==> src/rtl/axis_frame_slave_fifo.sv <==
// AXI-Stream video slave: SOF-aligned show-ahead FIFO with a per-line beat-count checker.
// Beats before the first tuser are discarded; afterwards every accepted beat is stored.
module axis_frame_slave_fifo #(
  parameter int unsigned DATA_WIDTH = 32,
  parameter int unsigned DEPTH      = 16,
  parameter int unsigned LINE_BEATS = 640
) (
  input  logic                         clk,
  input  logic                         rst_n,
  input  logic [DATA_WIDTH-1:0]        s_axis_tdata,
  input  logic                         s_axis_tvalid,
  output logic                         s_axis_tready,
  input  logic                         s_axis_tlast,
  input  logic                         s_axis_tuser,
  output logic [DATA_WIDTH-1:0]        m_data,
  output logic                         m_last,
  output logic                         m_sof,
  output logic                         m_valid,
  input  logic                         m_ready,
  output logic [$clog2(DEPTH+1)-1:0]   fill_count,
  output logic                         in_frame,
  output logic                         line_err
);

  localparam int unsigned AW = (DEPTH > 1) ? $clog2(DEPTH) : 1;
  localparam int unsigned CW = $clog2(DEPTH + 1);
  localparam int unsigned BW = $clog2(LINE_BEATS + 1);
  localparam int unsigned EW = DATA_WIDTH + 2;

  typedef enum logic {StWaitSof, StStream} state_e;

  state_e          r_state, w_state_next;
  logic [EW-1:0]   r_mem [DEPTH];
  logic [EW-1:0]   w_head;
  logic [AW-1:0]   r_wptr, r_rptr;
  logic [CW-1:0]   r_count, w_count_next;
  logic            r_tready, w_tready_next;
  logic [BW-1:0]   r_beat_cnt, w_beat_cnt_next, w_beat_inc;
  logic            r_line_err, w_line_err_next;
  logic            w_push, w_pop;

  // Non-SOF beats are accepted (tready stays high) but not written while waiting for SOF.
  assign w_push = s_axis_tvalid & r_tready & ((r_state == StStream) | s_axis_tuser);
  assign w_pop  = (r_count != '0) & m_ready;

  assign w_count_next  = r_count + CW'(w_push) - CW'(w_pop);
  assign w_tready_next = (w_count_next < CW'(DEPTH));
  assign w_beat_inc    = r_beat_cnt + 1'b1;

  always_comb begin
    w_state_next = r_state;
    if (r_state == StWaitSof && w_push) begin
      w_state_next = StStream;
    end
  end

  // Line checker: every written beat is in STREAM (the SOF write is the transition beat).
  always_comb begin
    w_beat_cnt_next = r_beat_cnt;
    w_line_err_next = 1'b0;
    if (w_push) begin
      if (s_axis_tuser) begin
        w_line_err_next = (r_beat_cnt != '0);
        w_beat_cnt_next = s_axis_tlast ? BW'(0) : BW'(1);
      end else if (s_axis_tlast) begin
        w_line_err_next = (w_beat_inc != BW'(LINE_BEATS));
        w_beat_cnt_next = '0;
      end else if (w_beat_inc == BW'(LINE_BEATS)) begin
        w_line_err_next = 1'b1;
        w_beat_cnt_next = '0;
      end else begin
        w_beat_cnt_next = w_beat_inc;
      end
    end
  end

  always_ff @(posedge clk or negedge rst_n) begin
    if (!rst_n) begin
      r_state    <= StWaitSof;
      r_wptr     <= '0;
      r_rptr     <= '0;
      r_count    <= '0;
      r_tready   <= 1'b0;
      r_beat_cnt <= '0;
      r_line_err <= 1'b0;
    end else begin
      r_state    <= w_state_next;
      r_count    <= w_count_next;
      r_tready   <= w_tready_next;
      r_beat_cnt <= w_beat_cnt_next;
      r_line_err <= w_line_err_next;
      if (w_push) r_wptr <= r_wptr + 1'b1;
      if (w_pop)  r_rptr <= r_rptr + 1'b1;
    end
  end

  // Storage needs no reset: occupancy alone decides what is valid.
  always_ff @(posedge clk) begin
    if (w_push) begin
      r_mem[r_wptr] <= {s_axis_tdata, s_axis_tlast, s_axis_tuser};
    end
  end

  assign w_head        = r_mem[r_rptr];
  assign m_data        = w_head[EW-1:2];
  assign m_last        = w_head[1];
  assign m_sof         = w_head[0];
  assign m_valid       = (r_count != '0);
  assign fill_count    = r_count;
  assign s_axis_tready = r_tready;
  assign in_frame      = (r_state == StStream);
  assign line_err      = r_line_err;

endmodule

==> config.mk <==
export PLATFORM = sky130hd
export DESIGN_NAME = axis_frame_slave_fifo
export DESIGN_NICKNAME = d
export VERILOG_FILES = /design/src/rtl/axis_frame_slave_fifo.sv
export SDC_FILE = /design/constraint.sdc
export NUM_CORES = 1
export LEC_CHECK = 0
export CORE_ASPECT_RATIO = 0.9
export CORE_MARGIN = 5
export CORE_UTILIZATION = 50
export CTS_BUF_LIST = sky130_fd_sc_hd__clkbuf_8
export DETAILED_ROUTE_END_ITERATION = 12
export PLACE_DENSITY = 0.69
export SYNTH_ARGS = -nofsm -noshare
export SYNTH_HDL_FRONTEND = slang
export SYNTH_SLANG_ARGS = --single-unit
export TNS_END_PERCENT = 100
==> constraint.sdc <==
create_clock -name clk -period 5 [get_ports clk]
set_input_delay 1 -clock clk [delete_from_list [all_inputs] [get_ports clk]]
set_output_delay 1 -clock clk [all_outputs]
set_load 0.01 [all_outputs]
* Word-level counts from Yosys, hierarchy flattened
Memory sizes are Yosys's and may differ from the RTL's.
Cells that the tools add are included.
Widths: inputs -> output; s select.
** Word-level totals
- Bits in writable memories :: 544
- Memories kept :: 1
- Register bits :: 26
- Output and inout bits :: 43
- Bits of input ports :: 38
- Word-level logic and storage cells :: 34
** Cells by class
- Mux-type cells :: 10
- Eq/ne operators :: 2
- Bitwise operators :: 5
- Add/sub/neg operators :: 5
- $lt $le $gt $ge :: 1
- Reduce and logical (&&, ||, !) cells :: 3
** Memories
- r_mem :: depth 16, width 34, rd ports 1, clocked after memory_dff 0, wr ports 1, line 33 : logic [EW-1:0] r_mem [DEPTH];
** Operators with widths (number)
- $mux 10 :: 3
- $add 10x1->10 const B :: 1
- $eq 10x10->1 const B :: 1
- $ne 10x10->1 const B :: 1
- $reduce_bool 10->1 :: 1
- $add 4x1->4 const B :: 2
- $mux 1 :: 7
- $add 5x1->5 :: 1
- $lt 5x5->1 const B :: 1
- $reduce_bool 5->1 :: 1
- $sub 5x1->5 :: 1
- $and 1x1->1 :: 3
- $logic_and 1x1->1 :: 1
- $not 1->1 :: 1
- $or 1x1->1 :: 1

* Logic depth before layout (Yosys ltp)
Gate-level depths: netlist of run 1.
- Word-level depth :: 6
- Mapped depth :: 16
- Depth with buffers taken out :: 15

* Worst setup path after synthesis of run 1
OpenSTA, ideal clock, no wires.
- Path type :: input to register
- Start :: input port s_axis_tuser
- End :: memory r_mem[0][0] (netlist name) (enable)
- Data arrival time :: 4.194 ns
- Buffers on the path :: 2
- Path slack :: 0.338 ns
- Required time :: 4.533 ns
- Cell stages on the path :: 5
- Cells stage by stage :: o211a_2 clkbuf_1 clkbuf_1 nand2_1 nor3_1
** On the way
- Cells in the longest elaborated chain, start to end :: 4
** Ends and longest elaborated chain
- from (decl) :: line 14 : input logic s_axis_tuser,
- $or 1x1->1 :: line 43 : assign w_push = s_axis_tvalid & r_tready & ((r_state == StStream) | s_axis_tuser);
- $and 1x1->1 :: line 43
- $mux 1 :: line 99 : if (w_push) begin
- $mux 1 (not written as such) :: line 100 : r_mem[r_wptr] <= {s_axis_tdata, s_axis_tlast, s_axis_tuser};
- to (decl) :: line 33
Every way passes these cells.

* Worst setup path after layout of run 1
- Start :: register r_rptr[0]
- End :: output port m_data[13]
** On the way
- Cells in the longest elaborated chain, start to end :: 1
** Ends and longest elaborated chain
- from (decl) :: line 35 : logic [AW-1:0] r_wptr, r_rptr;
- from (signal assigned) :: line 93 : if (w_pop) r_rptr <= r_rptr + 1'b1;
- $mem_v2 16x34
- to (decl) :: line 15 : output logic [DATA_WIDTH-1:0] m_data,
Every way passes these cells.

==> impl_metrics.csv, run 1 <==
group,metric,value,unit
floorplanning,core_area,43200,µm²
final_layout,areaGrowthSynthToFinish,15.8,%
drt,top_layer_used,"met5",
timing,final_max_slew_viol_count,0,
drt,firstDrtPassIters,4,
clock_network,clk_root_buffer_cell,"clkbuf_8",
final_layout,final_area,25400,µm²
power,peakVddDrop,339,µV
final_layout,fin_util,0.589,
grt,antenna_found_initial,4,
floorplanning,ios,81,
worst_setup_path,worst_setup_path_start_kind,"flip-flop",
power,p_switching,3840,µW
clock_network,insertion_delay,0.67,ns
floorplanning,die_w,231,µm
grt,track_usage,0.189,
floorplanning,dieArea,48200,µm²
timing,hold_viol,0,
yosys,yosysUniqueCellTypes,47,
placed_design,dp_hpwl,24100,µm
grt,grt_start_max_net_pins,50,
placed_design,dp_cells,1558,
grt,grt_pass1_wl,67400,µm
yosys,netlist.area_leader.share,0.744,
clock_network,holdBufCountCts,0,
yosys,yosys_warnings,0,
worst_setup_path,cpLargestDelayFamily,"multiplexers",
drt,drtIter0Drc,924,
clock_network,cts.clk_slew.worst_paths,0.06,ns
worst_setup_path,cpPeakStageDelay,0.92,ns
yosys,yosysTopAreaCell,"edfxtp_1",
timing,rsz0062_at_grt,"no",
power,leakage,0.00820,µW
worst_setup_path,crit_path_top_delay_cell,"dfrtp_4",
final_layout,layout-drive-gt1-share,0.296,
yosys,syn_nets,980,
yosys,synthCells,928,
drt,wire_per_inst,26.1,µm
power,p_sw_frac,0.285,
worst_setup_path,endpoint_kind,"output port",
yosys,ys.flop_type,"edfxtp_1",
floorplanning,initial_core_util,0.509,
timing,finalSetupTns,0,ns
power,p_int,9630,µW
timing,period_needed,4.52,ns
grt,grt-ovfl-total,0,
placed_design,preCtsSetupSlack,0.969,ns
timing,worstMarginPinSlew,0.947,ns
drt,met3RoutedLength,2600,µm
yosys,ys_ff_latch,570,
worst_setup_path,critical_path_class,"reg2out",
placed_design,gp_congestion,0.754,
run,drv_cap,0,
power,powerDensity,530,nW/µm²
yosys,synthesis.area,21900,µm²
drt,num_vias,9994,
clock_network,post_cts_resized,0,
status,outcome,"complete, no violations",
drt,drc,0,
timing,max_freq,221,MHz
final_layout,fin_nets,1145,
clock_network,cts_tree,"yes",
min_path,worstHoldPathType,"reg2reg",
power,p_seq_frac,0.449,
clock_network,cts_setup_buffers,0,
drt,met1Wirelength,19300,µm
yosys,synthArstFlopShare,0.0456,
drt,ant_nets,0,
power,pwr-share-clk,0.263,
worst_setup_path,arrival,3.52,ns
worst_setup_path,worst-path-buf-inv,2,
timing,setup_viol,0,
clock_network,cts_buffers,88,
worst_setup_path,path_common_cell,"mux4_2",
timing,finClkSkew,0.0278,ns
grt,grt_pass1_vias,10803,
floorplanning,rows,72,
yosys,avgSynthCellArea,23.6,µm²
power,comb_power_share,0.288,
timing,fin_ws,0.480,ns
clock_network,clkSinkCount,570,
worst_setup_path,worstPathMaxFanout,34,
yosys,synthTopCellsByArea,"edfxtp_1 74%, mux4_2 17%, dfrtp_1 3.0%",
floorplanning,fp.dieH,209,µm
drt,route.met2.wl,22000,µm
final_layout,final_cells,1713,
clock_network,clock_path_buffers,3,
yosys,synth_edf_count,544,
drt,vias_per_cell,5.83,
worst_setup_path,worstPathCellList,"buf_4, mux4_2, mux4_2, clkdlybuf4s50_1",
placed_design,dpl_cell_area,23800,µm²
timing,max_slew_margin,0.369,
clock_network,h-tree-depth,3,
worst_setup_path,cp_data_required_time,4.00,ns
timing,period_share,0.904,
yosys,seq_area_frac_synth,0.774,
drt,totalWireLength,44700,µm
placed_design,port_buffers,80,
[stage by stage]
step / hold slack (ns) / power [µW]
floorplan: 0.515 / 8480
global placement: 0.513 / 10100
detailed placement: 0.495 / 10100
CTS: 0.523 / 13700
global route: 0.552 / 14100
finish: 0.520 / 13500
[kinds of logic (layout without fill, tap and decap cells)]
kind of cell	after synthesis	after routing	share of synthesized area
AOI/OAI and AO/OA	31	31	0.0108
xor gates and xnor gates	11	11	0.00439
adders and majority gates	14	14	0.00832
buffers and inverters	61	290	0.0113
DFF	570	570	0.774
muxes	171	171	0.175
other	0	1	0
and+or+nand+nor	70	70	0.0162
[placed cells by master, fill, tap and decap left out, drive strengths merged, types with 2 or more instances in the layout]
cell	n
and4	2
xor2	3
nor2b	2
and3	4
a21oi	3
a21o	4
inv	46
nand2	12
a22o	4
buf	40
bufinv	2
o21ai	9
ha	13
clkbuf	91
nor2	22
edfxtp	544
o31ai	3
clkinv	30
dfrtp	26
nand3	7
nor4	3
nor3	5
nand2b	3
clkdlybuf4s50	80
mux4	170
nand4	2
xnor2	8
[state kept, by name, summed over array words and instances, names as in the netlist]
| signal | flops |
|---|---|
| r_mem | 544 |
| r_beat_cnt | 10 |
| fill_count | 5 |
| r_rptr | 4 |
| r_wptr | 4 |
| in_frame | 1 |
| line_err | 1 |
| s_axis_tready | 1 |
[cells in the mapped netlist (2+ instances only)]
cell	count
and3_1	4
nor2b_1	2
inv_1	15
a21o_1	4
buf_2	13
nor4_1	3
nand2_1	12
nand3_1	7
xnor2_1	8
buf_1	8
mux4_2	170
xor2_1	3
dfrtp_1	26
nor2_1	22
ha_1	13
o21ai_0	8
clkbuf_1	23
nand2b_1	3
nand4_1	2
a22o_1	4
o31ai_1	3
edfxtp_1	544
nor3_1	5
a21oi_1	3
[final cells by class]
type | instances | area (µm²)
tap | 555 | 694
inverter | 16 | 60.1
fill | 3005 | 17700
clock buffer | 91 | 1250
antenna | 1 | 2.50
clock inverter | 63 | 348
multi-input combinational | 297 | 4820
sequential | 570 | 17000
timing repair buffer | 120 | 1240
[worst paths after layout]
path	slack [ns]	cells after the start	endpoint	startpoint
setup / recovery	0.48	4	m_data[13]	r_rptr[0]$_DFFE_PN0P_
hold / removal	0.52	1	in_frame$_DFFE_PN0P_	in_frame$_DFFE_PN0P_
setup reg to reg	2.03	15	fill_count[4]$_DFF_PN0_	fill_count[3]$_DFF_PN0_
hold reg to reg	0.52	1	in_frame$_DFFE_PN0P_	in_frame$_DFFE_PN0P_
max in group asynchronous	3.97	2	r_rptr[1]$_DFFE_PN0P_	rst_n
min in group asynchronous	0.73	2	fill_count[3]$_DFF_PN0_	rst_n
[power by group through the flow]
stage                     combinational [µW]  sequential (µW)  clock, µW
after floorplan                         2710             5780          0
after global placement                  3920             6130          0
after detailed placement                3950             6150          0
after CTS                               3960             6060       3630
after global routing                    4140             6100       3880
final                                   3880             6040       3540
[metal layers]
metal  up-vias  GRT usage
li1       4295          -
met1      5336      0.270
met2       287      0.300
met3        70     0.0455
met4         6     0.0480
met5         -          0
Note: power is estimated with default switching activity, not from simulation.
==> run 2, diff against run 1 <==
SETUP_SLACK_MARGIN = 0.3   (was default)
SKIP_LAST_GASP = 1   (was default)
==> impl_metrics.csv, run 2 (synthesized netlist as in run 1, its figures left out) <==
group,metric,value,unit
floorplanning,fp.dieH,209,µm
power,p_sw_frac,0.285,
clock_network,clkSinkCount,570,
worst_setup_path,path_common_cell,"mux4_2",
timing,max_freq,222,MHz
final_layout,layout-drive-gt1-share,0.297,
worst_setup_path,worstPathMaxFanout,49,
worst_setup_path,cpLargestDelayFamily,"buffers and inverters",
power,leakage,0.00821,µW
drt,num_vias,10086,
floorplanning,core_area,43200,µm²
clock_network,h-tree-depth,3,
final_layout,layout_commonest_cell,"edfxtp_1",
drt,wire_per_inst,26.2,µm
worst_setup_path,cp_data_required_time,4.00,ns
timing,rsz0062_at_grt,"no",
run,drv_cap,0,
power,comb_power_share,0.292,
grt,grt_start_max_net_pins,50,
timing,fin_ws,0.497,ns
timing,final_max_slew_viol_count,0,
drt,firstDrtPassIters,5,
worst_setup_path,worstReg2RegEnd,"fill_count[4]$_DFF_PN0_",
final_layout,areaGrowthSynthToFinish,15.9,%
placed_design,gp_congestion,0.754,
worst_setup_path,worst-path-buf-inv,2,
placed_design,dp_hpwl,24100,µm
timing,period_needed,4.50,ns
power,powerDensity,531,nW/µm²
clock_network,cts.clk_slew.worst_paths,0.06,ns
power,pwr-share-clk,0.263,
status,outcome,"complete, no violations",
worst_setup_path,worstPathCellList,"buf_4, mux4_2, mux4_2, clkdlybuf4s50_1",
worst_setup_path,crit_cells,4,
worst_setup_path,endpoint,"m_last",
grt,grt-ovfl-total,0,
power,power,13500,µW
drt,totalWireLength,44900,µm
timing,finalSetupTns,0,ns
drt,drtIter0Drc,951,
clock_network,insertion_delay,0.67,ns
worst_setup_path,crit_start,"r_rptr[1]$_DFFE_PN0P_",
worst_setup_path,crit_path_top_delay_cell,"dfrtp_4",
worst_setup_path,reg2reg_from,"fill_count[3]$_DFF_PN0_",
timing,worstMarginPinSlew,0.943,ns
final_layout,layout_common_cells,"544 x edfxtp_1, 170 x mux4_2, 91 x clkbuf_8, 80 x clkdlybuf4s50_1, 41 x inv_1",
timing,setup_viol,0,
clock_network,post_cts_resized,0,
timing,hold_viol,0,
drt,vias_per_cell,5.88,
power,peakVddDrop,337,µV
min_path,worstHoldPathType,"reg2reg",
grt,grt_pass1_wl,67400,µm
grt,track_usage,0.189,
worst_setup_path,endpoint_kind,"output port",
placed_design,port_buffers,80,
power,p_switching,3850,µW
power,p_seq_frac,0.445,
timing,max_slew_margin,0.371,
final_layout,largest_reg_flops,544,
worst_setup_path,cpPeakStageDelay,0.94,ns
clock_network,clock_path_buffers,3,
placed_design,preCtsSetupSlack,0.969,ns
floorplanning,die_w,231,µm
worst_setup_path,worst_setup_path_start_kind,"flip-flop",
worst_setup_path,critical_path_class,"reg2out",
clock_network,cts_buffers,88,
floorplanning,initial_core_util,0.509,
floorplanning,rows,72,
floorplanning,dieArea,48200,µm²
final_layout,fin_nets,1146,
worst_setup_path,r2r_slack,2.03,ns
worst_setup_path,arrival,3.50,ns
worst_setup_path,rr_worst_depth,15,
floorplanning,ios,81,
drt,drc,0,
clock_network,clk_root_buffer_cell,"clkbuf_8",
power,p_int,9640,µW
drt,ant_nets,0,
timing,period_share,0.901,
grt,antenna_found_initial,4,
timing,finClkSkew,0.0261,ns
clock_network,cts_tree,"yes",
final_layout,regMostFlops,"r_mem",
grt,grt_pass1_vias,10803,
run 2: cell types whose count changed in the layout (fill, tap and decap cells not counted), sizes merged:
cell and change:
buf +1
run 2: power by group through the flow:
stage | clock, µW | sequential (µW) | combinational [µW]
global placement | 0 | 6130 | 3920
global route | 3880 | 6060 | 4210
CTS | 3630 | 6060 | 3960
finish | 3550 | 6010 | 3940
floorplan | 0 | 5780 | 2710
detailed placement | 0 | 6150 | 3950
run 2: timing repair:
action / in CTS / in global routing
endpoints found under the setup margin: 0 / 2
buffers inserted: 0 / 1
hold buffers: 0 / 0
run 2: area by class of cell:
| class | count | area [µm²] |
|---|---|---|
| clock buffer | 91 | 1250 |
| antenna | 1 | 2.50 |
| tap | 555 | 694 |
| fill | 3003 | 17700 |
| timing repair buffer | 121 | 1260 |
| inverter | 16 | 60.1 |
| sequential | 570 | 17000 |
| clock inverter | 63 | 348 |
| multi-input combinational | 297 | 4820 |
run 2: worst reg2reg max path, stage by stage (launching register included):
cell and delay [ns]:
dfrtp_1 0.41, inv_1 0.09, ha_1 0.14, or4b_1 0.45, and2_1 0.27, ha_1 0.30
inv_1 0.05, ha_1 0.15, inv_1 0.06, fa_1 0.42, inv_1 0.07, a21oi_1 0.06
nor2_1 0.09, nor2_1 0.05, xor2_1 0.17, inv_1 0.06
run 2: per-layer routing:
metal,global-route usage,up-vias,part of all wire
met4,0.0480,6,0.017
met3,0.0455,69,0.064
met1,0.270,5376,0.43
met2,0.300,340,0.49
li1,-,4295,-
met5,0,-,0.00091
run 2: how the worst min path moves through the flow:
| stage | cells after the start | endpoint | slack (ns) | start |
|---|---|---|---|---|
| finish | 1 | in_frame$_DFFE_PN0P_ | 0.52 | in_frame$_DFFE_PN0P_ |
| global placement | 1 | in_frame$_DFFE_PN0P_ | 0.51 | in_frame$_DFFE_PN0P_ |
| global route | 1 | in_frame$_DFFE_PN0P_ | 0.55 | in_frame$_DFFE_PN0P_ |
| floorplan | 1 | r_beat_cnt[9]$_DFFE_PN0P_ | 0.52 | r_beat_cnt[9]$_DFFE_PN0P_ |
| detailed placement | 1 | in_frame$_DFFE_PN0P_ | 0.50 | in_frame$_DFFE_PN0P_ |
| CTS | 1 | in_frame$_DFFE_PN0P_ | 0.52 | in_frame$_DFFE_PN0P_ |
run 2: through the flow:
stage	hold WS (ns)	area, µm²	instances	util
after CTS	0.523	25400	1712	0.589
after detailed placement	0.495	23800	1558	0.552
after global placement	0.513	23800	1558	0.552
final	0.523	25400	1714	0.589
after floorplan	0.515	21900	928	-
after global routing	0.552	25400	1714	0.589
